### src/rtl/lane_spawn_scheduler_pkg.sv
// frog_pkg: shared state, lane and speed types plus default sizing for the spawn scheduler
package frog_pkg;
  typedef enum logic [1:0] {IDLE, SAMPLE, REQ} spawn_state_t;
  localparam int DEF_NUM_LANES = 4;
  localparam int DEF_MIN_GAP_FRAMES = 8;
  localparam int DEF_CD_W = 5;
  typedef logic [$clog2(DEF_NUM_LANES)-1:0] lane_t;
  typedef logic [1:0] speed_t;
endpackage

### src/rtl/lane_spawn_scheduler_if.sv
// lane_spawn_scheduler_if: spawn request handshake between scheduler and obstacle pool
interface lane_spawn_scheduler_if
  import frog_pkg::*;
#(
  parameter int LANE_W = 2
);
  logic spawn_req;
  logic [LANE_W-1:0] spawn_lane;
  logic spawn_dir;
  speed_t spawn_speed;
  logic spawn_ack;
  modport master (output spawn_req, spawn_lane, spawn_dir, spawn_speed, input spawn_ack);
  modport slave (input spawn_req, spawn_lane, spawn_dir, spawn_speed, output spawn_ack);
endinterface

### src/rtl/lane_spawn_scheduler_lane_cooldown_counter.sv
// lane_cooldown_counter: saturating frame cooldown for one lane, load beats tick
module lane_cooldown_counter #(
  parameter int CD_W = 5
) (
  input  logic            clk,
  input  logic            resetN,
  input  logic            tick,
  input  logic            load,
  input  logic [CD_W-1:0] load_val,
  output logic            zero
);
  logic [CD_W-1:0] cnt_q, cnt_d;
  always_comb cnt_d = load ? load_val : (tick && cnt_q != '0) ? cnt_q - CD_W'(1) : cnt_q;
  always_ff @(posedge clk or negedge resetN)
    if (!resetN) cnt_q <= '0;
    else cnt_q <= cnt_d;
  assign zero = cnt_q == '0;
endmodule

### src/rtl/lane_spawn_scheduler.sv
// lane_spawn_scheduler: per-frame obstacle spawn decision with per-lane minimum spawn gap
module lane_spawn_scheduler
  import frog_pkg::*;
#(
  parameter int NUM_LANES = DEF_NUM_LANES,
  parameter int MIN_GAP_FRAMES = DEF_MIN_GAP_FRAMES,
  parameter int CD_W = DEF_CD_W,
  localparam int LANE_W = $clog2(NUM_LANES)
) (
  input logic clk,
  input logic resetN,
  input logic startOfFrame,
  input logic enable,
  input logic [3:0] random,
  lane_spawn_scheduler_if.master spawn
);
  spawn_state_t state_q, state_d;
  logic [3:0] rnd_q, rnd_d;
  logic [NUM_LANES-1:0] snap_q, snap_d, zero, load;
  logic req_q, req_d, dir_q, dir_d, tick;
  logic [LANE_W-1:0] lane_q, lane_d, rnd_lane;
  speed_t speed_q, speed_d, rnd_pr;
  logic [CD_W-1:0] load_val;
  if (NUM_LANES != 2 && NUM_LANES != 4) begin : g_bad_lanes
    $error("NUM_LANES must be 2 or 4");
  end
  if (MIN_GAP_FRAMES < 1 || MIN_GAP_FRAMES > 28 || MIN_GAP_FRAMES + 3 >= 2 ** CD_W) begin : g_bad_gap
    $error("MIN_GAP_FRAMES out of range or MIN_GAP_FRAMES+3 does not fit in CD_W bits");
  end
  assign tick = startOfFrame && enable;
  assign rnd_lane = rnd_q[LANE_W-1:0];
  assign rnd_pr = rnd_q[3:2];
  assign load_val = CD_W'(MIN_GAP_FRAMES) + CD_W'(speed_q);
  // lane gap is judged on the cooldown seen at the frame pulse, before that frame's decrement
  for (genvar i = 0; i < NUM_LANES; i++) begin : g_lane
    assign load[i] = state_q == REQ && enable && spawn.spawn_ack && lane_q == LANE_W'(i);
    lane_cooldown_counter #(.CD_W(CD_W)) u_cd (
      .clk(clk),
      .resetN(resetN),
      .tick(tick),
      .load(load[i]),
      .load_val(load_val),
      .zero(zero[i])
    );
  end
  always_comb begin
    state_d = state_q;
    rnd_d = rnd_q;
    snap_d = snap_q;
    req_d = req_q;
    lane_d = lane_q;
    dir_d = dir_q;
    speed_d = speed_q;
    case (state_q)
      IDLE: if (tick) begin
        rnd_d = random;
        snap_d = zero;
        state_d = SAMPLE;
      end
      SAMPLE: begin
        state_d = IDLE;
        if (rnd_pr != 2'd0 && snap_q[rnd_lane]) begin
          state_d = REQ;
          req_d = 1'b1;
          lane_d = rnd_lane;
          dir_d = rnd_lane[0];
          speed_d = rnd_pr;
        end
      end
      REQ: if (!enable || spawn.spawn_ack) begin
        state_d = IDLE;
        req_d = 1'b0;
      end
      default: state_d = IDLE;
    endcase
  end
  always_ff @(posedge clk or negedge resetN)
    if (!resetN) begin
      state_q <= IDLE;
      rnd_q <= '0;
      snap_q <= '0;
      req_q <= 1'b0;
      lane_q <= '0;
      dir_q <= 1'b0;
      speed_q <= '0;
    end else begin
      state_q <= state_d;
      rnd_q <= rnd_d;
      snap_q <= snap_d;
      req_q <= req_d;
      lane_q <= lane_d;
      dir_q <= dir_d;
      speed_q <= speed_d;
    end
  assign spawn.spawn_req = req_q;
  assign spawn.spawn_lane = lane_q;
  assign spawn.spawn_dir = dir_q;
  assign spawn.spawn_speed = speed_q;
endmodule

### src/flat_wrapper.sv
// flat-port wrapper written by rule: the top's interface ports become plain ports
module lane_spawn_scheduler_flat import frog_pkg::*;
#(
  parameter int NUM_LANES = DEF_NUM_LANES,
  parameter int MIN_GAP_FRAMES = DEF_MIN_GAP_FRAMES,
  parameter int CD_W = DEF_CD_W,
  localparam int LANE_W = $clog2(NUM_LANES)
)
  (clk, resetN, startOfFrame, enable, random, spawn_spawn_req, spawn_spawn_lane, spawn_spawn_dir, spawn_spawn_speed, spawn_spawn_ack);
  lane_spawn_scheduler_if #(.LANE_W(2)) spawn_i ();
  input logic clk;
  input logic resetN;
  input logic startOfFrame;
  input logic enable;
  input logic [3:0] random;
  output wire logic [$bits(spawn_i.spawn_req)-1:0] spawn_spawn_req;
  output wire logic [$bits(spawn_i.spawn_lane)-1:0] spawn_spawn_lane;
  output wire logic [$bits(spawn_i.spawn_dir)-1:0] spawn_spawn_dir;
  output wire logic [$bits(spawn_i.spawn_speed)-1:0] spawn_spawn_speed;
  input wire logic [$bits(spawn_i.spawn_ack)-1:0] spawn_spawn_ack;
  assign spawn_spawn_req = spawn_i.spawn_req;
  assign spawn_spawn_lane = spawn_i.spawn_lane;
  assign spawn_spawn_dir = spawn_i.spawn_dir;
  assign spawn_spawn_speed = spawn_i.spawn_speed;
  assign spawn_i.spawn_ack = spawn_spawn_ack;
  lane_spawn_scheduler #(.NUM_LANES(NUM_LANES), .MIN_GAP_FRAMES(MIN_GAP_FRAMES), .CD_W(CD_W)) u_core (.clk(clk), .resetN(resetN), .startOfFrame(startOfFrame), .enable(enable), .random(random), .spawn(spawn_i));
endmodule
### config.mk
export PLATFORM = sky130hd
export DESIGN_NAME = lane_spawn_scheduler_flat
export DESIGN_NICKNAME = d
export VERILOG_FILES = /design/src/rtl/lane_spawn_scheduler_pkg.sv /design/src/rtl/lane_spawn_scheduler_if.sv /design/src/rtl/lane_spawn_scheduler_lane_cooldown_counter.sv /design/src/rtl/lane_spawn_scheduler.sv /design/src/flat_wrapper.sv
export SDC_FILE = /design/constraint.sdc
export NUM_CORES = 1
export LEC_CHECK = 0
export BUFFER_PORTS_ARGS = -buffer_cell sky130_fd_sc_hd__buf_2
export CAP_MARGIN = 0
export CORE_MARGIN = 5
export CORE_UTILIZATION = 40
export CTS_BUF_LIST = sky130_fd_sc_hd__clkbuf_8
export DETAILED_ROUTE_END_ITERATION = 16
export PLACE_DENSITY = 0.66
export SETUP_SLACK_MARGIN = 0.3
export SYNTH_ARGS = -nofsm -noshare
export SYNTH_HDL_FRONTEND = slang
export SYNTH_SLANG_ARGS = --single-unit
### constraint.sdc
create_clock -name clk -period 2.9 [get_ports clk]
set_clock_uncertainty 0.2 [all_clocks]
set_input_delay 0.29 -clock clk [delete_from_list [all_inputs] [get_ports clk]]
set_output_delay 0.29 -clock clk [all_outputs]
set_load 0.02 [all_outputs]
### Word level (Yosys, flattened, before mapping)

Index checks and enable logic that the tools add are counted.

* $add $sub $neg: 5
* magnitude comparators: 1
* equality and inequality tests: 8
* mux-type cells: 17
* reduce and logical (&&, ||, !) cells: 34

Operators with widths (number)
* two-way mux 5 bit: 8
* logical NOT 5 bit: 4
* nonzero test 5 bit: 4
* subtractor 5 x 1 -> 5 bit, second input constant: 4
* logical AND 1 bit: 12
* nonzero test 2 bit: 6
* == test 2 bit, second input constant: 3
* two-way mux 2 bit: 3
* case mux 2 bit (3 select lines): 1
* AND reduction 2 bit: 3
* adder 4 x 2 -> 5 bit, first input constant: 1
* == test 2 x 1 -> 1 bit, second input constant: 2
* logical NOT 2 bit: 2
* != test 2 bit, second input constant: 2
* less-than comparator 2 x 3 -> 1 bit, second input constant: 1
* two-way mux 1 bit: 3
* AND reduction 3 bit: 1
* binary-select mux 1 bit (select 2 bit): 1
* != test 2 x 1 -> 1 bit, second input constant: 1
* case mux 1 bit (2 select lines): 1
* logical NOT 1 bit: 1
* logical OR 1 bit: 1

* register bits: 36
* input port bits: 9
* output and inout bits: 6
* logic and storage cells: 76

### Longest topological paths before layout

* depth in word-level cells: 5
* gate-level depth with buffers: 6
* gate-level depth less buffers: 6

### Modules after synthesis

A second synthesis with hierarchy kept.

* cell total of the unflattened synthesis: 189
* area, all modules: 1918.1 um^2

By module, submodules not included
* lane_cooldown_counter: instances 4, cells an instance 32, area an instance 304.0 um^2, sequential area each 125.1 um^2
* lane_spawn_scheduler: instances 1, cells an instance 61, area an instance 701.9 um^2, sequential area each 375.4 um^2

### Worst setup path after synthesis

OpenSTA, ideal clock, no wires.

* path kind: register to register
* from: reg u_core.g_lane[0].u_cd.cnt_q[0]
* to: reg u_core.g_lane[0].u_cd.cnt_q[1]
* setup time: 0.125 ns
* data arrival time: 1.490 ns
* data required time: 2.575 ns
* path slack: 1.085 ns
* stages on the path, launching flop included: 7
* path buffers: 0
* clock period less this slack: 1.815 ns
* cell sequence: dfrtp_1 -> inv_1 -> ha_1 -> or4b_4 -> nand2_2 -> mux2i_1 -> mux2_2

* cells in the longest elaborated chain, start to end: 3
* elaborated cells on any way between the ends: 6
* those cells by class: add/sub: 1; mux: 2; reduce/logical: 3

Ends and longest elaborated chain
* start, declared: line lane_spawn_scheduler_lane_cooldown_counter.sv:12 `logic [CD_W-1:0] cnt_q, cnt_d;`
* start signal, assigned: line lane_spawn_scheduler_lane_cooldown_counter.sv:16 `else cnt_q <= cnt_d;`
* subtractor 5 x 1 -> 5 bit / nonzero test 5 bit (equally long branches): line lane_spawn_scheduler_lane_cooldown_counter.sv:13 `always_comb cnt_d = load ? load_val : (tick && cnt_q != '0) ? cnt_q - CD_W'(1) : cnt_q;`
* two-way mux 5 bit / logical AND 1 bit (equally long branches): line lane_spawn_scheduler_lane_cooldown_counter.sv:13
* two-way mux 5 bit / nonzero test 2 bit (equally long branches)

Several ways; a longest one is shown, not always the timed one. The select of a mux whose other input is x is not followed.
A chain may end at the register's enable or synchronous reset.

### Worst setup path in the final report

* from: reg u_core.g_lane[2].u_cd.cnt_q[1]
* to: reg u_core.g_lane[2].u_cd.cnt_q[1]

* cells in the longest elaborated chain, start to end: 3
* elaborated cells on any way between the ends: 6
* those cells by class: add/sub: 1; mux: 2; reduce/logical: 3

Ends and longest elaborated chain (line)
* start, declared: lane_spawn_scheduler_lane_cooldown_counter.sv:12
* start signal, assigned: lane_spawn_scheduler_lane_cooldown_counter.sv:16
* subtractor 5 x 1 -> 5 bit / nonzero test 5 bit (equally long branches): lane_spawn_scheduler_lane_cooldown_counter.sv:13
* two-way mux 5 bit / logical AND 1 bit (equally long branches): lane_spawn_scheduler_lane_cooldown_counter.sv:13
* two-way mux 5 bit / nonzero test 2 bit (equally long branches)

Several ways; a longest one is shown, not always the timed one. The select of a mux whose other input is x is not followed.

==> flow_metrics.tcl <==
set metrics [dict create \
    status "completed" \
    power.total_mw 1.74 \
    dieArea_um2 5790 \
    fill_cells 428 \
    grt_max_degree 36 \
    cts_made_buffers 5 \
    routed_wl_mm 3.26 \
    crit_start "u_core.g_lane[2].u_cd.cnt_q[1]" \
    worst_slew_pin_slew_ns 0.767 \
    start_util_pct 40.7 \
    antenna_found_initial 0 \
    p_leak_nw 0.939 \
    grt_overflow 0 \
    drc 0 \
    clkTransAtPathRegs_ns 0.06 \
    track_usage_pct 12.1 \
    port_buffers 14 \
    ant_nets 0 \
    reg2reg_from "u_core.g_lane[2].u_cd.cnt_q[1]" \
    cp.required_ns 2.86 \
    hp-class "in -> reg" \
    report.final.slew_viol_count 0 \
    htreeDepth 2 \
    tritoncts "built" \
    synth_area_leaders "dfrtp_1 (50%), nand2_1 (6.0%), mux2_2 (3.9%), xor2_1 (3.5%), mux2i_1 (3.4%)" \
    path_cells "inv_1, ha_1, or4b_4, nand2_2, mux2i_1, mux2_2" \
    synth_edf_count 0 \
    drtIter0Drc 35 \
    drive_above_1_share_pct 19.1 \
    fmax_mhz 516 \
    synthesis.nets 187 \
    post_dp_cell_area_um2 1870 \
    ir_worst_vdd_mv 0.427 \
    gp_congestion 0.798 \
    root_buffer "clkbuf_8" \
    maxCapViolCount 0 \
    power_density_nw_per_um2 881 \
    syn2layout_area_growth_pct 12.8 \
    die_y_um 76.1 \
    grt_pass1_wl_mm 5.73 \
    critical_path_class "reg -> reg" \
    rsz0062_at_grt "no" \
    clk_latency_ns 0.28 \
    synth_common_cells "dfrtp_1 (35), nand2_1 (28), nand3_1 (12), nor2_1 (11)" \
    finalHoldViolCount 0 \
    cts_sinks 35 \
    synth_seq_area_share_pct 50.1 \
    die-width_um 76.1 \
    vias 1226 \
    core_area_um2 4290 \
    num_rows 24 \
    arrival_ns 1.90 \
    hp-start "random[2]" \
    yosysUniqueCellTypes 32 \
    worstSetupEndpointType "register" \
    start_kind "register" \
    ys.flop_type "dfrtp_1" \
    synth_top_area_cell "dfrtp_1" \
    fin_setup_tns_ns 0 \
    synth_seq_cells 35 \
    cp_slowest_cell "or4b_4" \
    first_global_vias 1242 \
    synth.most_common_cell "dfrtp_1" \
    antenna_cells 0 \
    route.detailed.wl_per_inst_um 13.2 \
    setup_viol 0 \
    hpwlAfterDp_mm 2.27 \
    ys_warn_count 0 \
    finalNetCount 208 \
    postSynthAreaPerCell_um2 10.0 \
    syn_area_um2 1750 \
    io-pin-count 15 \
    vias_per_cell 4.98 \
    drtPass1Iterations 4 \
    clock_tree.buffer_depth 2 \
    syn_inst 174 \
    fin_crit_ns 1.94 \
    cp_slowest_stage_delay_ns 0.50 \
    async_flop_share_pct 100 \
    relSlewSlack_pct 48.8 \
    design_area_um2 1970 \
    synth_top_area_share_pct 50.1 \
    critPathMaxFanout 4 \
    fin_crit_sh_pct 66.8 \
]
placed cells by master, fill, tap and decap left out:
master / instances
a22o_1: 2
or3_1: 1
a21oi_1: 1
o21ai_0: 10
o21ai_2: 1
nand4b_1: 1
o22ai_2: 1
nand2_1: 28
and2_1: 2
nand3b_1: 1
inv_1: 11
nor2b_1: 1
nand2b_1: 4
buf_2: 14
or3b_1: 1
xnor2_1: 5
clkbuf_8: 5
mux2_4: 1
or4b_4: 4
mux2_2: 6
ha_1: 4
nor2_1: 11
dlygate4sd3_1: 3
nand3_1: 12
or2b_1: 1
nor3_1: 8
xor2_1: 7
and3_1: 2
buf_4: 1
dfrtp_1: 35
mux2i_1: 6
nand2_2: 4
kinds of logic after synthesis:
family                     count (synthesis)  synth area share [%]
buffers and inverters                     14                  3.36
DFF                                       35                  50.1
muxes                                     13                  8.16
AOI/OAI and AO/OA                         15                  5.37
xor gates and xnor gates                  12                  6.01
and+or+nand+nor                           81                  24.1
adders and majority gates                  4                  2.86
state kept, by name, summed over array words and instances, names as in the netlist:
register	flops
u_core.g_lane.u_cd.cnt_q	20
u_core.rnd_q	4
u_core.snap_q	4
u_core.spawn.spawn_lane	2
u_core.spawn.spawn_speed	2
u_core.state_q	2
u_core.spawn.spawn_req	1
metal layers:
layer	GRT usage [%]	part of all wire, %
met2	18.8	47
met3	3.31	3.3
met5	0	0
met1	16.1	48
met4	4.20	1.2
where the power goes:
part | total (mW) | internal [mW] | switching [mW] | leakage [nW]
Combinational | 0.582 | 0.293 | 0.289 | 0.462
Clock | 0.313 | 0.156 | 0.157 | 0.0413
Sequential | 0.843 | 0.666 | 0.176 | 0.435
Total | 1.74 | 1.12 | 0.622 | 0.939
stage by stage:
step	instances	setup slack [ns]	util, %	hold WS, ns
after floorplan	174	1.09	-	-0.206
after global placement	237	1.00	43.5	0.219
after detailed placement	237	0.963	43.5	0.217
after CTS	246	0.961	45.9	0.000101
after global routing	246	0.844	45.9	0.0113
final	246	0.963	45.9	0.00587
path summary, 6_finish.rpt:
| path | to | slack (ns) | depth (start not counted) |
|---|---|---|---|
| max | u_core.g_lane[2].u_cd.cnt_q[1] | 0.96 | 6 |
| min | u_core.rnd_q[2] | 0.006 | 3 |
| max reg2reg | u_core.g_lane[2].u_cd.cnt_q[1] | 0.96 | 6 |
| min reg2reg | u_core.snap_q[2] | 0.29 | 2 |
| max in group asynchronous | u_core.g_lane[3].u_cd.cnt_q[0] | 1.59 | 2 |
| min in group asynchronous | u_core.g_lane[1].u_cd.cnt_q[3] | 0.42 | 2 |
worst max-delay path: cells and delay by family, from the launching register on:
kind / cells / cell delay [ns]
fa+ha+maj: 1 / 0.19
buf+inv: 1 / 0.08
flops: 1 / 0.39
mux: 2 / 0.35
simple gates: 2 / 0.61
cell type report:
| class | count | area [um^2] | area share, % |
|---|---|---|---|
| inverters | 10 | 37.5 | 1.90 |
| repair buffers | 18 | 108 | 5.46 |
| multi-input cells | 125 | 813 | 41.2 |
| clock inverters | 1 | 3.75 | 0.190 |
| flip-flops and latches | 35 | 876 | 44.4 |
| well taps | 52 | 65.1 | 3.30 |
| clock buffers | 5 | 68.8 | 3.49 |
what timing repair did:
action                                 in CTS  in global routing
endpoints found under the hold margin      37                  0
hold buffers                                3                  0
setup buffers                               0                  0
resized for setup                           0                  0
(Power assumes the default switching activity.)
